## src/rtl/draw_card_ctrl_pkg.sv

```systemverilog
// Shared board geometry, card codes, hand-field addressing and state encoding
// for the hand-draw controller.
package draw_card_ctrl_pkg;

  localparam int ROWS       = 8;
  localparam int COLS       = 18;
  localparam int CODE_W     = 6;
  localparam int MAP_BITS   = ROWS * COLS * CODE_W;
  localparam int HAND_SLOTS = 36;
  localparam int HAND_BASE  = MAP_BITS - HAND_SLOTS * CODE_W;

  localparam logic [5:0]        LAST_SLOT = 6'(HAND_SLOTS - 1);
  localparam logic [CODE_W-1:0] NO_CARD   = 6'd54;
  localparam logic [6:0]        DECK_SIZE = 7'd106;

  typedef enum logic [2:0] {
    S_IDLE  = 3'd0,
    S_FETCH = 3'd1,
    S_LATCH = 3'd2,
    S_SCAN  = 3'd3,
    S_WRITE = 3'd4,
    S_DONE  = 3'd5,
    S_FAIL  = 3'd6
  } state_t;

  // Hand position 0 is the lowest field of the hand region; 35 is the map MSBs.
  function automatic int hand_lsb(input int p);
    return HAND_BASE + p * CODE_W;
  endfunction

endpackage

```

## src/rtl/draw_card_ctrl_hand_slot_mux.sv

```systemverilog
// Combinational 36:1 selector returning the 6-bit hand field at pos.
// Out-of-range positions read as code 0 (occupied), so they never look empty.
module hand_slot_mux
  import draw_card_ctrl_pkg::*;
(
  input  logic [MAP_BITS-1:0] map,
  input  logic [5:0]          pos,
  output logic [CODE_W-1:0]   field
);

  // Only the hand region is decoded; the rest of the map is folded into a sink.
  logic unused_low_map;
  assign unused_low_map = ^map[HAND_BASE-1:0];

  always_comb begin
    field = '0;
    for (int p = 0; p < HAND_SLOTS; p++) begin
      if (pos == 6'(p)) begin
        field = map[hand_lsb(p) +: CODE_W];
      end
    end
  end

endmodule

```

## src/rtl/draw_card_ctrl.sv

```systemverilog
// Draws 1-3 deck cards into the lowest empty hand slots, one map write per card.
// A card is consumed only when written; the scan resumes after the last written slot.
module draw_card_ctrl
  import draw_card_ctrl_pkg::*;
(
  input  logic                clk,
  input  logic                rst,
  input  logic                interboard_rst,
  input  logic                draw_req,
  input  logic [1:0]          draw_num,
  input  logic [MAP_BITS-1:0] map,
  output logic [6:0]          deck_addr,
  input  logic [5:0]          deck_card,
  output logic                wr_en,
  output logic [5:0]          wr_pos,
  output logic [5:0]          wr_card,
  output logic                busy,
  output logic                done,
  output logic                fail,
  output logic [1:0]          placed,
  output logic [6:0]          deck_remain
);

  state_t      state_q, state_d;
  logic [6:0]  deck_ptr_q, deck_ptr_d;
  logic [5:0]  scan_pos_q, scan_pos_d;
  logic [1:0]  remaining_q, remaining_d;
  logic [1:0]  placed_q, placed_d;
  logic [5:0]  card_reg_q, card_reg_d;
  logic        wr_en_q, wr_en_d;
  logic        done_q, done_d;
  logic        fail_q, fail_d;
  logic        busy_q, busy_d;
  logic [5:0]  field;

  hand_slot_mux u_hand_slot_mux (
    .map   (map),
    .pos   (scan_pos_q),
    .field (field)
  );

  always_comb begin
    state_d     = state_q;
    deck_ptr_d  = deck_ptr_q;
    scan_pos_d  = scan_pos_q;
    remaining_d = remaining_q;
    placed_d    = placed_q;
    card_reg_d  = card_reg_q;

    case (state_q)
      S_IDLE: begin
        if (draw_req) begin
          remaining_d = (draw_num == 2'd0) ? 2'd1 : draw_num;
          scan_pos_d  = '0;
          placed_d    = '0;
          state_d     = (deck_ptr_q == DECK_SIZE) ? S_FAIL : S_FETCH;
        end
      end
      S_FETCH: state_d = S_LATCH;
      S_LATCH: begin
        card_reg_d = deck_card;
        state_d    = S_SCAN;
      end
      S_SCAN: begin
        if (field == NO_CARD) begin
          state_d = S_WRITE;
        end else if (scan_pos_q == LAST_SLOT) begin
          state_d = S_FAIL;
        end else begin
          scan_pos_d = scan_pos_q + 6'd1;
        end
      end
      S_WRITE: begin
        deck_ptr_d  = (deck_ptr_q == DECK_SIZE) ? deck_ptr_q : deck_ptr_q + 7'd1;
        placed_d    = placed_q + 2'd1;
        remaining_d = remaining_q - 2'd1;
        scan_pos_d  = scan_pos_q + 6'd1;
        // Completion wins over deck/hand exhaustion when the last card lands.
        if (remaining_q == 2'd1) begin
          state_d = S_DONE;
        end else if ((deck_ptr_q + 7'd1 == DECK_SIZE) || (scan_pos_q == LAST_SLOT)) begin
          state_d = S_FAIL;
        end else begin
          state_d = S_FETCH;
        end
      end
      S_DONE:  state_d = S_IDLE;
      S_FAIL:  state_d = S_IDLE;
      default: state_d = S_IDLE;
    endcase

    wr_en_d = (state_d == S_WRITE);
    done_d  = (state_d == S_DONE);
    fail_d  = (state_d == S_FAIL);
    busy_d  = (state_d != S_IDLE);
  end

  always_ff @(posedge clk) begin
    if (rst || interboard_rst) begin
      state_q     <= S_IDLE;
      deck_ptr_q  <= '0;
      scan_pos_q  <= '0;
      remaining_q <= '0;
      placed_q    <= '0;
      card_reg_q  <= '0;
      wr_en_q     <= 1'b0;
      done_q      <= 1'b0;
      fail_q      <= 1'b0;
      busy_q      <= 1'b0;
    end else begin
      state_q     <= state_d;
      deck_ptr_q  <= deck_ptr_d;
      scan_pos_q  <= scan_pos_d;
      remaining_q <= remaining_d;
      placed_q    <= placed_d;
      card_reg_q  <= card_reg_d;
      wr_en_q     <= wr_en_d;
      done_q      <= done_d;
      fail_q      <= fail_d;
      busy_q      <= busy_d;
    end
  end

  assign deck_addr   = deck_ptr_q;
  assign deck_remain = DECK_SIZE - deck_ptr_q;
  assign wr_en       = wr_en_q;
  assign wr_pos      = scan_pos_q;
  assign wr_card     = card_reg_q;
  assign busy        = busy_q;
  assign done        = done_q;
  assign fail        = fail_q;
  assign placed      = placed_q;

endmodule

```

## config.mk

```make
export PLATFORM = sky130hd
export DESIGN_NAME = draw_card_ctrl
export DESIGN_NICKNAME = d
export VERILOG_FILES = /design/src/rtl/draw_card_ctrl_pkg.sv /design/src/rtl/draw_card_ctrl_hand_slot_mux.sv /design/src/rtl/draw_card_ctrl.sv
export SDC_FILE = /design/constraint.sdc
export NUM_CORES = 1
export LEC_CHECK = 0
export ABC_AREA = 0
export CORE_AREA = 2 2 359 361
export DETAILED_ROUTE_END_ITERATION = 16
export DIE_AREA = 0 0 361 363
export PLACE_DENSITY_LB_ADDON = 0.12
export SLEW_MARGIN = 10
export SYNTH_ARGS = -nofsm -noshare
export SYNTH_HDL_FRONTEND = slang
export SYNTH_SLANG_ARGS = --single-unit
export TNS_END_PERCENT = 50
```

## constraint.sdc

```tcl
create_clock -name clk -period 6 [get_ports clk]
set_input_delay 1.2 -clock clk [delete_from_list [all_inputs] [get_ports clk]]
set_output_delay 1.2 -clock clk [all_outputs]
set_load 0.02 [all_outputs]
```

**Yosys cells after proc, flatten, opt, wreduce, memory -nomap -nowiden**

Cells that the tools add are included.

- Bits in registers: 30
- Input port bits: 876
- Output and inout port bits: 32
- Logic and storage cells: 128

- Add/subtract/negate cells: 5
- Eq/ne operators: 49
- Mux-type cells: 52
- Bitwise operators: 1
- Reductions and logical operators: 11

Operators by type and width:

| operator | count |
|---|---|
| 6-bit two-way mux | 39 |
| 6-bit by 5-bit == test with 1-bit output, second input constant | 16 |
| 6-bit by 4-bit == test with 1-bit output, second input constant | 8 |
| 6-bit == test, second input constant | 5 |
| 6-bit by 3-bit == test with 1-bit output, second input constant | 4 |
| 3-bit two-way mux | 6 |
| 6-bit one-hot mux with 3 select lines | 1 |
| 3-bit one-hot mux with 5 select lines | 1 |
| 7-bit == test, second input constant | 2 |
| 3-bit == test, second input constant | 4 |
| 6-bit by 2-bit == test with 1-bit output, second input constant | 2 |
| 2-bit one-hot mux with 2 select lines | 2 |
| 7-bit by 1-bit adder with 7-bit output, second input constant | 1 |
| 7-bit subtractor, first input constant | 1 |
| 6-bit by 1-bit adder with 6-bit output, second input constant | 1 |
| 3-bit by 2-bit == test with 1-bit output, second input constant | 2 |
| 6-bit by 1-bit == test with 1-bit output, second input constant | 1 |
| 6-bit zero test | 1 |
| 2-bit two-way mux | 3 |
| 2-bit inequality test, second input constant | 3 |
| 3-bit nonzero test | 2 |
| 2-bit AND reduction | 2 |
| 4-bit AND reduction | 1 |
| 3-bit by 1-bit == test with 1-bit output, second input constant | 1 |
| other kinds (8) | 9 |

**Depth between registers and ports, before layout**

Gate-level depths: netlist (run 1).

- Word-level depth: 41
- Depth in mapped cells: 15
- Mapped depth without buffers: 12

**Modules after synthesis**

A second synthesis (run 1) with hierarchy kept.

- Cells, all modules: 609
- Area total of the unflattened synthesis: 4,687.0 µm²

Modules (own cells, without submodules):

| module | times used | cells an instance | area each (µm²) | seq. area each (µm²) |
|---|---|---|---|---|
| hand_slot_mux | 1 | 417 | 3,041.7 | 0.0 |
| draw_card_ctrl | 1 | 192 | 1,645.3 | 600.6 |

**Least setup slack after synthesis (run 1)**

OpenSTA, ideal clock, no wires.

- Kind: reg2reg
- Start: register scan_pos_q[1], in the netlist wr_pos[1]
- End: register scan_pos_q[4], in the netlist wr_pos[4]
- Library setup time: 0.136 ns
- Data arrival time: 3.117 ns
- Data required time: 5.864 ns
- Path slack: 2.747 ns
- Stages on the path, launching flop included: 14
- Path buffers: 1
- Clock period less this slack: 3.253 ns
- Cell sequence: dfxtp_1 -> inv_1 -> ha_1 -> clkbuf_1 -> mux2_4 -> and3_1 -> or3_1 -> or4_1 -> a31oi_1 -> o21ai_1 -> a21o_1 -> a311oi_2 -> xnor2_1 -> nor2_1

- Cells in the longest elaborated chain, start to end: 40
- Elaborated cells on any way between the ends: 80
- Those cells by class: 1 x add/sub; 38 x eq/ne; 39 x mux; 2 x reduce/logical

Ends and longest elaborated chain:

| what | line | RTL |
|---|---|---|
| start, declared | draw_card_ctrl.sv:26 | `logic [5:0] scan_pos_q, scan_pos_d;` |
| start signal, assigned | draw_card_ctrl.sv:113 | `scan_pos_q <= scan_pos_d;` |
| 6-bit zero test | draw_card_ctrl_hand_slot_mux.sv:18 | `if (pos == 6'(p)) begin` |
| 6-bit two-way mux (36 in series) | draw_card_ctrl_hand_slot_mux.sv:18 |  |
| 6-bit == test | draw_card_ctrl.sv:65 | `if (field == NO_CARD) begin` |
| 2-bit inequality test (no line) | n/a |  |
| 4-bit AND reduction (no line) | n/a |  |

Parallel ways exist; a longest one is shown, timed or not. The select of a mux whose other input is x is not followed.
A chain may end at the register's enable or synchronous reset.

**Final worst setup path (run 1)**

- Start: register scan_pos_q[1], in the netlist wr_pos[1]
- End: register wr_en_q, in the netlist wr_en

- Cells in the longest elaborated chain, start to end: 41
- Elaborated cells on any way between the ends: 80
- Those cells by class: 37 x eq/ne; 41 x mux; 2 x reduce/logical

Ends and longest elaborated chain:

| what | line | RTL |
|---|---|---|
| 6-bit zero test | draw_card_ctrl_hand_slot_mux.sv:18 |  |
| 6-bit two-way mux (36 in series) | draw_card_ctrl_hand_slot_mux.sv:18 |  |
| 6-bit == test | draw_card_ctrl.sv:65 |  |
| 3-bit two-way mux | draw_card_ctrl.sv:65 |  |
| 3-bit one-hot mux with 5 select lines * | draw_card_ctrl.sv:50 | `case (state_q)` |
| 3-bit == test * | draw_card_ctrl.sv:92 | `wr_en_d = (state_d == S_WRITE);` |
| end signal, assigned | draw_card_ctrl.sv:117 | `wr_en_q <= wr_en_d;` |
| end, declared | draw_card_ctrl.sv:30 | `logic wr_en_q, wr_en_d;` |

Mark *: on every way between the ends. The rest lies on a longest branch, timed or not.

==> impl_metrics.ini, run 1 <==
[floorplan]
start_util = 0.0354
core_area_um2 = 127000
ios = 908
dieArea_um2 = 131000
die_w_um = 361
num_rows = 131
die_height_um = 363

[setup_path]
r2r_slack_ns = 1.35
crit_path_max_fanout = 27
start_kind = flop
startpoint = wr_pos[1]
worstPathArrival_ns = 4.88
reg2reg_to = wr_en
worstSetupPathType = flop to flop
reg2regPathDepth = 15
required_ns = 6.23
regToRegStartpoint = wr_pos[1]
crit_path_end_kind = flop

[sta]
fmax_ghz = 0.215
rsz0062_at_grt = no
hold_violations = 0
finalMaxSlewViolations = 0
period_share = 0.774
tightest_slew_ns = 1.01
setup_viol = 0
maxSlewHeadroom = 0.327
skew_ns = 0.00926
finalCriticalPeriod_ns = 4.65
finalSetupTns_ns = 0

[logic_synthesis]
yosys.area.top_type = dfxtp_1
syn_nets = 1556
synthCells = 672
ys_types = 82
synthFlopType = dfxtp_1
ys_ff_latch = 30
async_flop_share = 0
yosys_warnings = 0
yosysTopAreaCellShare = 0.134
synthTopCellsByCount = nor2_1 (59), a21oi_1 (58), nand2_1 (56)
yosysMostFrequentCell = nor2_1
netlist_area_um2 = 4490
synth_edf_count = 0
syn_avg_cell_area_um2 = 6.69
ys_seq_area_frac = 0.134
synth_area_leaders = dfxtp_1 (13%), a21oi_1 (6.5%), nor2_1 (4.9%)

[clocking]
cts_root_buf = clkbuf_16
post-cts-setup-buffers = 0
clockBufferDepth = 2
h-tree-depth = 2
clkSlewWorstSetupHoldPaths_ns = 0.06
cts_hold_buf = 0
cts_resized = 0
clkLatencyLatePin_ns = 0.29
clock-sinks = 30
tritoncts = yes
cts_made_buffers = 5

[drt]
top_layer = met5
via_per_inst = 2.59
wire_per_inst_um = 20.5
drtPass1Iterations = 4
drt-initial-drc-count = 319
num_vias = 6735
wl_met2_um = 25300
drc = 0
final_antenna_net_count = 0
wl_met1_um = 24700
drt-total-wl_um = 53300
routed-wl-met3_um = 2530

[final_layout]
fillers = 14900
area_growth_pct = 112
fin_nets = 1813
drive_gt1_frac = 0.0957

[power_and_ir_drop]
p_total_uw = 781
leakage_uw = 0.00275
powerDensity_nw_per_um2 = 81.9
ir_drop_mv = 0.0880

[grt]
grt_pass1_vias = 7290
track_usage = 0.0781
grt-ovfl-total = 0
antenna_found_initial = 16
grt_max_degree = 35
grt_pass1_wl_um = 69600

[hold_path]
min_path_cells = 1
hp-class = flop to flop
hold_end = remaining_q[0]
hp-start = remaining_q[0]

[placement]
place_hpwl_um = 46600
port-buffer-count = 259
gp_congestion = 0.797

[run_status]
outcome = complete, no violations

[job]
maxCapViolCount = 0
critical path, cell delays in order (launching register included):
cell       delay [ns]
dfxtp_1          0.38
inv_1            0.14
ha_2             0.73
nand2b_1         0.58
o22ai_1          0.48
buf_4            0.24
a31oi_1          0.09
o211ai_1         0.18
o2111a_1         0.24
a2bb2oi_1        0.26
buf_4            0.19
nand4_1          0.14
o22ai_2          0.30
a21oi_1          0.15
a211oi_1         0.31
buf_4            0.16
worst max path at each step:
stage          cells after the start        end  slack, ns
5_1_grt                           15       fail       0.92
4_1_cts                           15       fail       1.16
6_report                          15      wr_en       1.35
2_1_floorplan                     13  wr_pos[4]       2.75
3_3_place_gp                      14       busy       1.22
3_5_place_dp                      13      wr_en       1.22
state kept, by name, summed over array words and instances, names as in the netlist:
signal       count
done             1
busy             1
wr_pos           6
fail             1
state_q          3
deck_addr        7
wr_card          6
placed           2
remaining_q      2
wr_en            1
logic make-up (layout without fill, tap and decap cells):
family / Yosys count / count (layout) / share of synthesized area
AO/OA/AOI/OAI: 250 / 250 / 0.383
multiplexers: 11 / 11 / 0.0259
AND/OR/NAND/NOR: 278 / 278 / 0.332
other: 0 / 7 / 0
flip-flops: 30 / 30 / 0.134
buffers and inverters: 82 / 340 / 0.0777
XOR/XNOR: 13 / 13 / 0.0253
adder cells (fa/ha/maj): 8 / 8 / 0.0223
stage by stage:
step           hold slack (ns)  std cells  worst slack (ns)  instance area, um^2    util
6_report                 0.475       2599              1.35                 9540  0.0751
5_1_grt                  0.518       2599             0.916                 9540  0.0751
4_1_cts                  0.471       2592              1.16                 9520  0.0749
3_5_place_dp             0.455       2584              1.22                 9370  0.0738
3_3_place_gp             0.471       2584              1.22                 9370  0.0738
2_1_floorplan            0.428        672              2.75                 4490       -
metal layers:
metal	global-route usage	vias up
met2	0.131	213
met4	0.0158	12
met5	0	-
li1	-	3097
met1	0.103	3377
met3	0.0157	36
power by group:
| part | internal (uW) | switching (uW) | leakage [uW] | total, uW |
|---|---|---|---|---|
| Clock | 165 | 102 | 0.0000739 | 267 |
| Combinational | 174 | 137 | 0.00244 | 310 |
| Sequential | 201 | 2.00 | 0.000242 | 203 |
cells in the final DEF, fill, tap and decap left out, types with 8 or more instances in the layout:
master           count
clkdlybuf4s50_1    259
nor2_1              59
a21oi_1             58
nand2_1             56
buf_4               45
o21ai_0             37
nand3_1             35
dfxtp_1             30
inv_1               25
o22ai_1             23
nor3_1              22
nand2b_1            16
a31oi_1             15
o211ai_1            11
a22oi_1             10
nand4_1             10
mux2i_1              9
nand3b_1             9
or3_1                8
area by class of cell:
class                      count  area, um^2  share of cell area
inverter                      25        93.8             0.00984
antenna                        7        17.5             0.00184
clock inverter                 1        5.00            0.000525
timing repair buffer         307        2990               0.314
clock buffer                   7         143              0.0150
sequential                    30         601              0.0630
multi-input combinational    560        3610               0.378
tap                         1662        2080               0.218
No activity file was read; power rests on OpenSTA's default activity.
==> run 2: changes to the inputs <==
--- a/config.mk
+++ b/config.mk
@@ -6,9 +6,9 @@
 export NUM_CORES = 1
 export LEC_CHECK = 0
 export ABC_AREA = 0
-export CORE_AREA = 2 2 359 361
+export CORE_AREA = 2 2 354 356
 export DETAILED_ROUTE_END_ITERATION = 16
-export DIE_AREA = 0 0 361 363
+export DIE_AREA = 0 0 356 358
 export PLACE_DENSITY_LB_ADDON = 0.12
 export SLEW_MARGIN = 10
 export SYNTH_ARGS = -nofsm -noshare
==> constraint.sdc (replaced) <==
create_clock -name clk -period 4.2 [get_ports clk]
set_input_delay 0.84 -clock clk [delete_from_list [all_inputs] [get_ports clk]]
set_output_delay 0.84 -clock clk [all_outputs]
set_load 0.02 [all_outputs]
==> run 2 against run 1 <==
Net effect:
- via count increased by 4.8%
- utilization rose by 0.64 points
- critical path depth is the same
- hold slack worse by 0.0093 ns
- non-clock buffer count rose by 64
- setup slack got worse by 1.1 ns
- count of clock-buffer cells in the layout fell by 1
- first-iteration DRC count increased by 35%
==> impl_metrics.ini, run 2 (synthesis results as in run 1) <==
[final_layout]
area_growth_pct = 124
layout.cells.non_filler = 2635
fin_nets = 1877
mostFrequentLayoutCells = clkdlybuf4s50_1 (259), buf_4 (106), a21oi_1 (58), nor2_1 (58), nand2_1 (56)
drive_gt1_frac = 0.164
largest_reg_flops = 7
layout_commonest_cell = clkdlybuf4s50_1

[clocking]
tritoncts = yes
clock-sinks = 30
clkLatencyLatePin_ns = 0.29
clockBufferDepth = 2
cts_hold_buf = 0
h-tree-depth = 2
cts_root_buf = clkbuf_16
cts_made_buffers = 5
clkSlewWorstSetupHoldPaths_ns = 0.06

[drt]
drc = 0
via_per_inst = 2.68
drtPass1Iterations = 5
final_antenna_net_count = 0
drt-initial-drc-count = 432
wire_per_inst_um = 20.4
num_vias = 7061
drt-total-wl_um = 53700

[power_and_ir_drop]
p_total_uw = 1130
ir_drop_mv = 0.146
powerDensity_nw_per_um2 = 112
leakage_uw = 0.00308

[floorplan]
num_rows = 129
ios = 908
core_area_um2 = 123000
dieArea_um2 = 127000
die_w_um = 356
die_height_um = 358
start_util = 0.0364

[setup_path]
required_ns = 4.33
crit_slowest_cell = a311oi_2
cp_top_family = compound AO/OA/AOI/OAI gates
worstPathArrival_ns = 4.11
start_kind = flop
path_common_cell = buf_4
worstSetupPathType = flop to flop
critPathMaxStageDelay_ns = 0.41
crit_buf_inv = 4
crit_path_max_fanout = 6
crit_path_end_kind = flop
crit_chain = inv_1 -> ha_2 -> nor2b_4 -> buf_4 -> a221o_1 -> o211ai_1 -> buf_4 -> a311oi_2 -> buf_4 -> o211ai_1 -> a41o_1 -> a21o_1 -> a311oi_2 -> xnor2_1 -> nor2_1

[grt]
busiest_layer = met2
grt_pass1_vias = 7447
met1_usage = 0.105
antenna_found_initial = 26
grt_max_degree = 26
track_usage = 0.0807
met3_usage = 0.0214
grt_pass1_wl_um = 70000
grt_use_met2 = 0.137
grt-ovfl-total = 0

[sta]
timing.hold.ws_ns = 0.466
finalWorstSetupSlack_ns = 0.225
setup_viol = 0
tightest_slew_ns = 1.06
finalCriticalPeriod_ns = 3.98
finalMaxSlewViolations = 0
finalSetupTns_ns = 0
fmax_ghz = 0.252
maxSlewHeadroom = 0.285
period_share = 0.946
hold_violations = 0
rsz0062_at_grt = no
skew_ns = 0.00767

[job]
maxCapViolCount = 0

[hold_path]
hp-class = flop to flop

[placement]
port-buffer-count = 259
gp_congestion = 0.788
place_hpwl_um = 47700
place_inst = 2623
place_ws_ns = -0.459

[run_status]
outcome = complete, no violations
-- run 2: changes by cell type in the layout (fill, tap and decap cells not counted), moves of 2 or more --
cell / delta
buf_4: +61
buf_12: +3
dfxtp_1: -3
dfxtp_2: +3
diode_2: -3
ha_1: -2
-- run 2: power breakdown --
group	internal (uW)	total, uW	leakage, uW	switching, uW
registers	287	290	0.000244	2.59
logic	259	451	0.00276	192
clock network	235	387	0.0000729	152
total	781	1130	0.00308	346
-- run 2: path summary, 6_finish.rpt --
kind | to | cells past startpoint | slack [ns] | start
worst max register to register | wr_pos[4] | 15 | 0.22 | wr_pos[1]
worst min register to register | remaining_q[0] | 1 | 0.47 | remaining_q[0]
worst max-delay path | wr_pos[4] | 15 | 0.22 | wr_pos[1]
worst min-delay path | remaining_q[0] | 1 | 0.47 | remaining_q[0]
-- run 2: what timing repair did --
action,4_1_cts,5_1_grt
pin swaps,0,3
gates resized for setup,5,11
endpoints found under the setup margin,13,12
buffers inserted,0,0
cloned,0,0
-- run 2: metrics by stage --
stage            util  cell area, um^2
2_1_floorplan       -             4490
3_3_place_gp   0.0797             9820
3_5_place_dp   0.0797             9820
4_1_cts        0.0811            10000
5_1_grt        0.0814            10000
6_report       0.0815            10000
-- run 2: final cells by class --
cell class	instances	area [um^2]
Fill cell	14600	113000
Multi-Input combinational cell	560	3630
Timing Repair Buffer	371	3510
Tap cell	1637	2050
Sequential cell	30	604
Clock buffer	6	139
Inverter	25	93.8
Clock inverter	2	12.5
Antenna cell	4	10.0
-- run 2: per-layer routing --
metal	up-vias	wire, um
li1	3243	-
met1	3498	23800
met2	231	25800
met3	51	3500
met4	38	319
met5	-	233
